File: src/rtl/audio_defs_pkg.sv
// Shared audio constants for the PDM playback and capture paths.
package audio_defs_pkg;

    localparam int unsigned SAMPLE_W    = 16;
    localparam int unsigned MIC_CLK_DIV = 100;
    localparam int unsigned OSR         = 64;

    // Offset-binary midscale, equivalent to PCM zero.
    localparam logic [SAMPLE_W-1:0] MIDSCALE = 16'h8000;

    typedef logic [SAMPLE_W-1:0] pcm_t;

endpackage

File: src/rtl/pdm_tick_gen.sv
// Divides the system clock down to a one-cycle modulator/microphone tick.
module pdm_tick_gen #(
    parameter int unsigned CLK_DIV = audio_defs_pkg::MIC_CLK_DIV
) (
    input  logic clock_i,
    input  logic reset_i,
    input  logic enable_i,
    output logic tick_o
);

    localparam int unsigned CntW = $clog2(CLK_DIV);
    localparam logic [CntW-1:0] CntMax = CntW'(CLK_DIV - 1);

    logic [CntW-1:0] div_cnt_q;

    // Free-running divider, held at zero while disabled so re-enable has fixed latency.
    always_ff @(posedge clock_i) begin
        if (reset_i || !enable_i) begin
            div_cnt_q <= '0;
        end else if (div_cnt_q == CntMax) begin
            div_cnt_q <= '0;
        end else begin
            div_cnt_q <= div_cnt_q + 1'b1;
        end
    end

    assign tick_o = enable_i & (div_cnt_q == CntMax);

endmodule

File: src/rtl/pdm_audio_tx.sv
// PCM playback: one-entry sample buffer feeding a first-order sigma-delta PDM modulator.
module pdm_audio_tx #(
    parameter int unsigned CLK_DIV  = audio_defs_pkg::MIC_CLK_DIV,
    parameter int unsigned OSR      = audio_defs_pkg::OSR,
    parameter int unsigned SAMPLE_W = audio_defs_pkg::SAMPLE_W
) (
    input  logic                clock_i,
    input  logic                reset_i,
    input  logic                enable_i,
    input  logic [SAMPLE_W-1:0] sample_i,
    input  logic                sample_valid_i,
    output logic                sample_ready_o,
    output logic                pdm_o,
    output logic                aud_sd_o,
    output logic                underrun_o
);

    localparam int unsigned OsrW = $clog2(OSR);
    localparam logic [OsrW-1:0] OsrMax = OsrW'(OSR - 1);
    localparam logic [SAMPLE_W-1:0] MidScale = {1'b1, {(SAMPLE_W-1){1'b0}}};

    logic                tick;
    logic                frame_start;
    logic                push;
    logic [SAMPLE_W-1:0] sample_u;

    logic                buf_full_q, buf_full_d;
    logic [SAMPLE_W-1:0] buf_data_q, buf_data_d;
    logic [SAMPLE_W-1:0] cur_q, cur_d;       // offset binary
    logic [SAMPLE_W-1:0] acc_q, acc_d;
    logic [SAMPLE_W-1:0] acc_sum;
    logic                carry;
    logic [OsrW-1:0]     osr_cnt_q, osr_cnt_d;
    logic                pdm_q, pdm_d;
    logic                underrun_q, underrun_d;
    logic                ready_q;
    logic                aud_sd_q;

    pdm_tick_gen #(
        .CLK_DIV(CLK_DIV)
    ) u_tick_gen (
        .clock_i (clock_i),
        .reset_i (reset_i),
        .enable_i(enable_i),
        .tick_o  (tick)
    );

    assign push        = sample_valid_i & ready_q;
    assign frame_start = tick & (osr_cnt_q == '0);
    assign sample_u    = {~sample_i[SAMPLE_W-1], sample_i[SAMPLE_W-2:0]};

    // Buffer and current-sample selection; a push on an empty-buffer frame start bypasses.
    always_comb begin
        buf_full_d = buf_full_q;
        buf_data_d = buf_data_q;
        cur_d      = cur_q;
        underrun_d = 1'b0;
        if (frame_start) begin
            if (buf_full_q) begin
                cur_d      = buf_data_q;
                buf_full_d = push;
                if (push) begin
                    buf_data_d = sample_u;
                end
            end else if (push) begin
                cur_d = sample_u;
            end else begin
                cur_d      = MidScale;
                underrun_d = 1'b1;
            end
        end else if (push) begin
            buf_full_d = 1'b1;
            buf_data_d = sample_u;
        end
        if (!enable_i) begin
            cur_d = MidScale;
        end
    end

    // Sigma-delta step: accumulator carry is the output bit; frame counter runs on ticks.
    always_comb begin
        {carry, acc_sum} = {1'b0, acc_q} + {1'b0, cur_d};
        acc_d     = acc_q;
        pdm_d     = pdm_q;
        osr_cnt_d = osr_cnt_q;
        if (!enable_i) begin
            acc_d     = '0;
            pdm_d     = 1'b0;
            osr_cnt_d = '0;
        end else if (tick) begin
            acc_d     = acc_sum;
            pdm_d     = carry;
            osr_cnt_d = (osr_cnt_q == OsrMax) ? '0 : osr_cnt_q + 1'b1;
        end
    end

    // State and output registers.
    always_ff @(posedge clock_i) begin
        if (reset_i) begin
            buf_full_q <= 1'b0;
            buf_data_q <= '0;
            cur_q      <= MidScale;
            acc_q      <= '0;
            osr_cnt_q  <= '0;
            pdm_q      <= 1'b0;
            underrun_q <= 1'b0;
            ready_q    <= 1'b0;
            aud_sd_q   <= 1'b0;
        end else begin
            buf_full_q <= buf_full_d;
            buf_data_q <= buf_data_d;
            cur_q      <= cur_d;
            acc_q      <= acc_d;
            osr_cnt_q  <= osr_cnt_d;
            pdm_q      <= pdm_d;
            underrun_q <= underrun_d;
            ready_q    <= ~buf_full_d;
            aud_sd_q   <= enable_i;
        end
    end

    assign sample_ready_o = ready_q;
    assign pdm_o          = pdm_q;
    assign aud_sd_o       = aud_sd_q;
    assign underrun_o     = underrun_q;

endmodule

File: config.mk
export PLATFORM = sky130hd
export DESIGN_NAME = pdm_audio_tx
export DESIGN_NICKNAME = d
export VERILOG_FILES = /design/src/rtl/audio_defs_pkg.sv /design/src/rtl/pdm_tick_gen.sv /design/src/rtl/pdm_audio_tx.sv
export SDC_FILE = /design/constraint.sdc
export NUM_CORES = 1
export LEC_CHECK = 0
export BUFFER_PORTS_ARGS = -buffer_cell sky130_fd_sc_hd__buf_2
export CAP_MARGIN = 0
export CELL_PAD_IN_SITES_DETAIL_PLACEMENT = 1
export CELL_PAD_IN_SITES_GLOBAL_PLACEMENT = 1
export CORE_MARGIN = 10
export CORE_UTILIZATION = 46
export DETAILED_ROUTE_END_ITERATION = 16
export PLACE_DENSITY = 0.85
export SYNTH_ARGS = -nofsm -noshare
export SYNTH_HDL_FRONTEND = slang
export SYNTH_SLANG_ARGS = --single-unit
File: constraint.sdc
create_clock -name clock_i -period 4.4 [get_ports clock_i]
set_clock_uncertainty 0.15 [all_clocks]
set_input_delay 0.66 -clock clock_i [delete_from_list [all_inputs] [get_ports clock_i]]
set_output_delay 0.66 -clock clock_i [all_outputs]
set_load 0.02 [all_outputs]
### After elaboration in Yosys (flattened, before gate mapping)

Index checks and enable logic that the tools add are counted.

* register bits after elaboration: 66
* input port bits: 20
* logic and storage cells: 41
* output and inout port bits: 4

* bitwise logic cells: 7
* reduce and logical (&&, ||, !) cells: 6
* mux-type cells: 12
* $add $sub $neg: 3
* eq/ne operators: 3

Operators by type and width (count)
* 16-bit 2-to-1 mux: 7
* 16-bit by 16-bit adder with 17-bit output: 1
* 7-bit by 1-bit adder with 7-bit output (second input constant): 1
* 7-bit == test (second input constant): 1
* 6-bit by 1-bit adder with 6-bit output (second input constant): 1
* 6-bit == test (second input constant): 1
* 6-bit zero test: 1
* 6-bit 2-to-1 mux: 1
* 1-bit 2-to-1 mux: 4
* 1-bit NOT: 4
* 2-bit OR reduction: 2
* 1-bit AND: 3
* 3-bit OR reduction: 1
* 2-bit by 1-bit inequality test with 1-bit output (second input constant): 1
* 1-bit zero test: 1
* 1-bit logical OR: 1

### Depth between registers and ports, before layout

Gate-level depths: netlist (run 1).

* depth in word-level cells: 6
* depth in mapped cells: 17
* mapped depth without buffers: 14

### Modules after synthesis

Synthesis (run 1) repeated with hierarchy kept, for this count alone.

* cells, all modules: 416
* area, all modules: 3555.9 µm²

By module, submodules not included
* pdm_audio_tx: cells an instance 381, area each 3235.6 µm², seq. area each 1181.1 µm², instances 1
* pdm_tick_gen: cells an instance 35, area each 320.3 µm², seq. area each 140.1 µm², instances 1

### Worst setup path after synthesis (run 1)

Ideal clock, no wire load.

* path kind: register to register
* start: register u_tick_gen.div_cnt_q[0]
* end: register acc_q[8]
* path slack: 777 ps
* arrival time: 3351 ps
* clock period less this slack: 3623 ps
* buffers on the path: 3
* required time: 4128 ps
* setup time: 122 ps
* stages on the path, launching flop included: 17
* cells stage by stage: dfxtp_1 ha_1 and4_1 buf_6 and3_1 buf_6 clkbuf_1 o21ai_0 nor2b_1 ha_1 fa_1 a211oi_1 nor2_1 o31a_1 o21ai_0 a2111oi_0 a311o_1

* longest elaborated chain between the ends: 6

RTL lines
* start, declared: line pdm_tick_gen.sv:14 `logic [CntW-1:0] div_cnt_q;`
* start signal, assigned: line pdm_tick_gen.sv:23 `div_cnt_q <= div_cnt_q + 1'b1;`
* 7-bit == test: line pdm_tick_gen.sv:27 `assign tick_o = enable_i & (div_cnt_q == CntMax);`
* 1-bit AND: line pdm_tick_gen.sv:27
* 1-bit AND: line pdm_audio_tx.sv:49 `assign frame_start = tick & (osr_cnt_q == '0);`
* 16-bit 2-to-1 mux: line pdm_audio_tx.sv:58 `if (frame_start) begin`
* 16-bit 2-to-1 mux: line pdm_audio_tx.sv:75 `if (!enable_i) begin`
* via cur_d[0]: line pdm_audio_tx.sv:29 `logic [SAMPLE_W-1:0] cur_q, cur_d;`
* 16-bit by 16-bit adder with 17-bit output: line pdm_audio_tx.sv:82 `{carry, acc_sum} = {1'b0, acc_q} + {1'b0, cur_d};`
* end signal, assigned: line pdm_audio_tx.sv:103 `acc_q <= '0;`
* end signal, assigned: line pdm_audio_tx.sv:113 `acc_q <= acc_d;`
* end, declared: line pdm_audio_tx.sv:30 `logic [SAMPLE_W-1:0] acc_q, acc_d;`

The timed path passes the listed nets, and every way through them passes these cells.
A chain may end at the register's enable or synchronous reset.

### Worst setup path after layout (run 1)

Same ends and word-level chain as after synthesis.

==> impl_metrics.tcl, run 1 <==
set metrics [dict create \
    min_period_ps 3840 \
    p_comb_share_pct 6.1 \
    maxCapViolCount 0 \
    synth_edf_count 0 \
    wire_per_inst_um 17.0 \
    syn_inst 422 \
    final_nets 474 \
    fill_cells 951 \
    die_h_um 109 \
    synthXorXnorAreaFrac_pct 2.65 \
    clkPwrFrac_pct 44.3 \
    die_area_mm2 0.0118 \
    hold_violations 0 \
    clk_latency_ps 340 \
    critPathKind "flop to flop" \
    finalNonFillerCells 541 \
    cts_buffers 9 \
    post_cts_buffers 0 \
    antenna_cells 0 \
    clock_path_buffers 2 \
    yosysTopAreaCellShare_pct 36.4 \
    cts-htree-levels 3 \
    die_x_um 109 \
    synth_area_leaders "dfxtp_1 36%, ha_1 6.5%, mux2i_1 4.4%, o21ai_0 4.4%, nor2_1 3.7%" \
    via_per_inst 5.81 \
    grt_max_degree 37 \
    port_buffers 23 \
    root_buffer "clkbuf_8" \
    gp_congestion 0.842 \
    layout_common_cells "66 x dfxtp_1, 36 x nor2_1, 35 x nand2_1" \
    yosysWarnings 0 \
    synth_compound_area_share_pct 21.3 \
    crit_arrival_ps 3920 \
    antenna_found_initial 0 \
    hold_depth 1 \
    grt_pass1_wl_mm 16.0 \
    remaining_drc_errors 0 \
    syn_nets 462 \
    synth_area_leader_cell "dfxtp_1" \
    met2_usage_pct 29.1 \
    required_ps 4480 \
    outcome "finished clean" \
    cts_tree "built" \
    tightest_slew_ps 815 \
    intPower_mw 0.933 \
    synth_top_family_by_area "simple AND/OR/NAND/NOR gates" \
    p_per_area_mw_per_mm2 311 \
    vias 3142 \
    drv_slew 0 \
    start_util_pct 47.2 \
    area_delta_synth_final_pct 9.65 \
    power.total_mw 1.24 \
    postRouteWirelength_mm 9.21 \
    synth_fa_ha_area_share_pct 7.10 \
    synth-seq-cells 66 \
    synthFlopType "dfxtp_1" \
    synth_cell_types 57 \
    rsz0062_at_grt "no" \
    r2r_cells 14 \
    yosysSeqAreaShare_pct 36.4 \
    post_cts_resized 0 \
    setup_slack_ps 564 \
    drive_gt1_share_pct 12.5 \
    core_mm2 0.00769 \
    async_flop_share_pct 0 \
    slew_headroom_pct 45.7 \
    ir_drop_mv 0.135 \
    power.leakage_nw 1.56 \
    io-pin-count 24 \
    max_freq_ghz 0.261 \
    switching_share_pct 24.6 \
    end_kind "flop" \
    grt_use_met3_pct 2.77 \
    synthSimpleGateAreaFrac_pct 22.7 \
    timing.final.crit_share_pct 87.2 \
    syn_area_per_cell_um2 8.60 \
    pwr-share-seq_pct 49.5 \
    muxShareOfSynthArea_pct 4.41 \
    p_sw_mw 0.304 \
    grt_pass1_vias 3272 \
    ant_nets 0 \
    worstHoldPathType "flop to flop" \
    syn_area_mm2 0.00363 \
    dp.cells 525 \
    setup_viol 0 \
    ctsHoldBuffers 0 \
    dr.pass1.iters 5 \
    numClockSinks 66 \
    grtUsageMet1_pct 20.1 \
    drtIter0Drc 108 \
    rows 32 \
    grt-ovfl-total 0 \
    crit_fanout 27 \
    busiest_layer "met2" \
    grt_util_all_layers_pct 16.6 \
    worstSetupStartpointType "flop" \
    mostFrequentLayoutCell "dfxtp_1" \
    finalSetupTns_ps 0 \
    path_clk_slew_ps 80 \
    dp_hpwl_mm 6.54 \
    dpl_worst_slack_ps 526 \
]
==> metrics by stage <==
step	utilization, %	hold slack, ps	area [um2]
floorplan	-	268	3630
global placement	49.0	277	3770
finish	51.8	313	3980
CTS	51.8	318	3980
detailed placement	49.0	306	3770
global route	51.8	357	3980
==> per-layer routing <==
layer,routed length [um],up-vias
met5,0,-
met3,214,9
li1,-,1559
met4,105,0
met2,4670,35
met1,4220,1539
==> flip-flops by register name, indices dropped and copies added, names as in the netlist <==
name / cells
acc_q: 16
buf_data_q: 16
cur_q: 16
u_tick_gen.div_cnt_q: 7
osr_cnt_q: 6
aud_sd_o: 1
buf_full_q: 1
pdm_o: 1
sample_ready_o: 1
underrun_o: 1
==> cells by family (layout without fill, tap and decap cells) <==
group	count (synthesis)	count (layout)
xor gates and xnor gates	11	11
AOI/OAI and AO/OA	114	114
buffers and inverters	40	57
muxes	16	16
DFF	66	66
adders and majority gates	20	20
and+or+nand+nor	155	155
==> power by group through the flow <==
stage	Sequential, mW	Clock (mW)	Combinational (mW)
6_report	0.613	0.548	0.0760
3_3_place_gp	0.626	0	0.0730
5_1_grt	0.614	0.592	0.0843
2_1_floorplan	0.627	0	0.0515
3_5_place_dp	0.627	0	0.0751
4_1_cts	0.613	0.563	0.0759
==> path summary, 6_finish.rpt <==
path	slack (ps)	startpoint	to
setup / recovery	560	u_tick_gen.div_cnt_q[0]	acc_q[8]
hold / removal	310	u_tick_gen.div_cnt_q[0]	u_tick_gen.div_cnt_q[0]
setup reg to reg	560	u_tick_gen.div_cnt_q[0]	acc_q[8]
hold reg to reg	310	u_tick_gen.div_cnt_q[0]	u_tick_gen.div_cnt_q[0]
==> area by class of cell <==
| class | count | area (um2) | area share (%) |
|---|---|---|---|
| clock buffer | 11 | 151 | 3.80 |
| clock inverter | 5 | 60.1 | 1.51 |
| inverter | 11 | 41.3 | 1.04 |
| multi-input combinational | 316 | 2110 | 53.0 |
| sequential | 66 | 1320 | 33.2 |
| tap | 102 | 128 | 3.21 |
| timing repair buffer | 30 | 168 | 4.21 |
==> cells in the mapped netlist (all sizes together) (4+ instances only) <==
library cell / number
clkbuf: 22
and3: 6
a21oi: 22
nor2: 37
a22oi: 16
nor2b: 17
a21o: 9
ha: 19
nand3: 15
nor3: 4
nand2: 35
o21ai: 32
nor3b: 16
dfxtp: 66
a211oi: 7
inv: 10
mux2i: 16
buf: 7
xor2: 6
xnor2: 5
or4: 5
nand4: 12
==> critical path, stage by stage, from the launching register on <==
cell       delay (ps)
dfxtp_1           360
ha_1              290
and4_1            260
and3_1            330
buf_4             320
nand2_1            90
o21ai_0           120
nor2b_1            80
ha_1              390
a211oi_1          240
nor2_1            110
o31a_1            330
o21ai_0           210
a2111oi_0         120
a311o_1           330
(Power assumes the default switching activity.)
==> run 2: changes to the inputs <==
--- a/config.mk
+++ b/config.mk
@@ -12,6 +12,8 @@
 export CORE_MARGIN = 10
 export CORE_UTILIZATION = 46
 export DETAILED_ROUTE_END_ITERATION = 16
+export GPL_TIMING_DRIVEN = 0
+export HOLD_SLACK_MARGIN = 0.12
 export PLACE_DENSITY = 0.85
 export SYNTH_ARGS = -nofsm -noshare
 export SYNTH_HDL_FRONTEND = slang
==> run 2 against run 1 <==
Net effect:
- clock-buffer cell count fell by 2
- via count increased by 5.3%
- utilization grew 1.1 points
- register-to-register slack got worse by 250 ps
- final area grew 2.2%
- first-iteration DRC count is 17% lower
- largest cell class unchanged
- clock power down 12%
- sequential power about the same
- highest routed layer unchanged
==> impl_metrics.tcl, run 2 (synthesis results as in run 1) <==
set metrics [dict create \
    ant_nets 0 \
    core_mm2 0.00769 \
    dpl_worst_slack_ps 151 \
    fin_area_mm2 0.00407 \
    placed_area_mm2 0.00387 \
    final_nets 494 \
    ir_drop_mv 0.184 \
    required_ps 4490 \
    vias 3309 \
    timing.final.crit_share_pct 92.8 \
    max_freq_ghz 0.245 \
    grt_util_all_layers_pct 17.8 \
    worstHoldPathType "flop to flop" \
    hold_violations 0 \
    p_per_area_mw_per_mm2 289 \
    numClockSinks 66 \
    clk_latency_ps 350 \
    critPathKind "flop to flop" \
    outcome "finished clean" \
    reg_top3 "acc_q x16, buf_data_q x16, cur_q x16" \
    start_util_pct 47.2 \
    drv_slew 0 \
    port_buffers 22 \
    finalSetupTns_ps 0 \
    crit_arrival_ps 4170 \
    crit_chain "nor3_4 > and4_1 > buf_6 > and3_1 > buf_6 > clkbuf_4 > nand2_1 > o21ai_1 > nor2b_1 > ha_1 > fa_1 > a211oi_2 > nor2_1 > o31a_1 > o21ai_1 > a2111oi_0 > a311o_1" \
    grt_pass1_vias 3496 \
    die_h_um 109 \
    fin_hold_ws_ps 307 \
    remaining_drc_errors 0 \
    tightest_slew_ps 575 \
    dp_hpwl_mm 7.24 \
    cts_tree "built" \
    grt-ovfl-total 0 \
    layout_common_cells "66 x dfxtp_1, 36 x nor2_1, 35 x nand2_1" \
    rows 32 \
    cts_buffers 9 \
    worstSetupStartpointType "flop" \
    area_delta_synth_final_pct 12.0 \
    slowest_delay_ps 450 \
    postRouteWirelength_mm 10.1 \
    maxCapViolCount 0 \
    regToRegSetupSlack_ps 320 \
    wire_per_inst_um 18.1 \
    grt_max_degree 14 \
    clock_path_buffers 2 \
    antenna_found_initial 0 \
    slew_headroom_pct 61.7 \
    setup_viol 0 \
    root_buffer "clkbuf_8" \
    path_clk_slew_ps 80 \
    cts-htree-levels 3 \
    hold_depth 1 \
    end_kind "flop" \
    rsz0062_at_grt "no" \
    drive_gt1_share_pct 12.4 \
    grt_pass1_wl_mm 17.0 \
    power.leakage_nw 1.57 \
    gp_congestion 0.887 \
    die_x_um 109 \
    r2r_cells 17 \
    setup_slack_ps 318 \
    crit_slowest_cell "fa_1" \
    post_cts_buffers 0 \
    drtIter0Drc 90 \
    min_period_ps 4080 \
    io-pin-count 24 \
    mostFrequentLayoutCell "dfxtp_1" \
    antenna_cells 0 \
    final_core_util_pct 52.9 \
    via_per_inst 5.90 \
    crit_fanout 10 \
    dr.pass1.iters 4 \
    die_area_mm2 0.0118 \
]
[run 2: cell types whose count changed in the layout (fill, tap and decap cells not counted), sizes merged]
cell / change
bufinv: -1
clkinvlp: +1
clkbuf: +20
buf: -2
clkinv: +2
[run 2: cell type report]
class	count	area, um2
Fill cell	956	3620
Timing Repair Buffer	22	110
Clock inverter	7	53.8
Multi-Input combinational cell	316	2130
Tap cell	102	128
Clock buffer	9	124
Sequential cell	66	1320
Inverter	11	41.3
Buffer	28	156
[run 2: critical path, delay by kind of cell (launching register included)]
| family | cells | cell delay [ps] |
|---|---|---|
| flops | 1 | 380 |
| compound gates | 6 | 1380 |
| fa+ha+maj | 2 | 660 |
| buf+inv | 3 | 500 |
| simple gates | 6 | 900 |
[run 2: what timing repair did]
action,CTS,global route
endpoints found under the hold margin,0,0
endpoints found under the setup margin,0,4
hold buffers,0,0
resized for setup,0,9
[run 2: per-stage QoR]
stage	cells	power (mW)
after global routing	561	1.22
final	561	1.18
after floorplan	422	0.678
after detailed placement	546	0.708
after global placement	546	0.705
after CTS	562	1.18
[run 2: report_power, final]
part | internal [mW] | switching [mW]
clock network | 0.209 | 0.273
logic | 0.0320 | 0.0488
registers | 0.607 | 0.00731
total | 0.848 | 0.329
[run 2: worst paths after layout]
check                       endpoint                    start
max                         acc_q[8]  u_tick_gen.div_cnt_q[2]
min          u_tick_gen.div_cnt_q[0]  u_tick_gen.div_cnt_q[0]
max reg2reg                 acc_q[8]  u_tick_gen.div_cnt_q[2]
min reg2reg  u_tick_gen.div_cnt_q[0]  u_tick_gen.div_cnt_q[0]
[run 2: layer usage]
| layer | global-route usage [%] | up-vias | share of wire (%) |
|---|---|---|---|
| met4 | 8.95 | 0 | 2.9 |
| met5 | 0 | - | 0 |
| met3 | 3.48 | 20 | 3.9 |
| li1 | - | 1609 | - |
| met1 | 21.5 | 1626 | 45 |
| met2 | 29.6 | 54 | 49 |
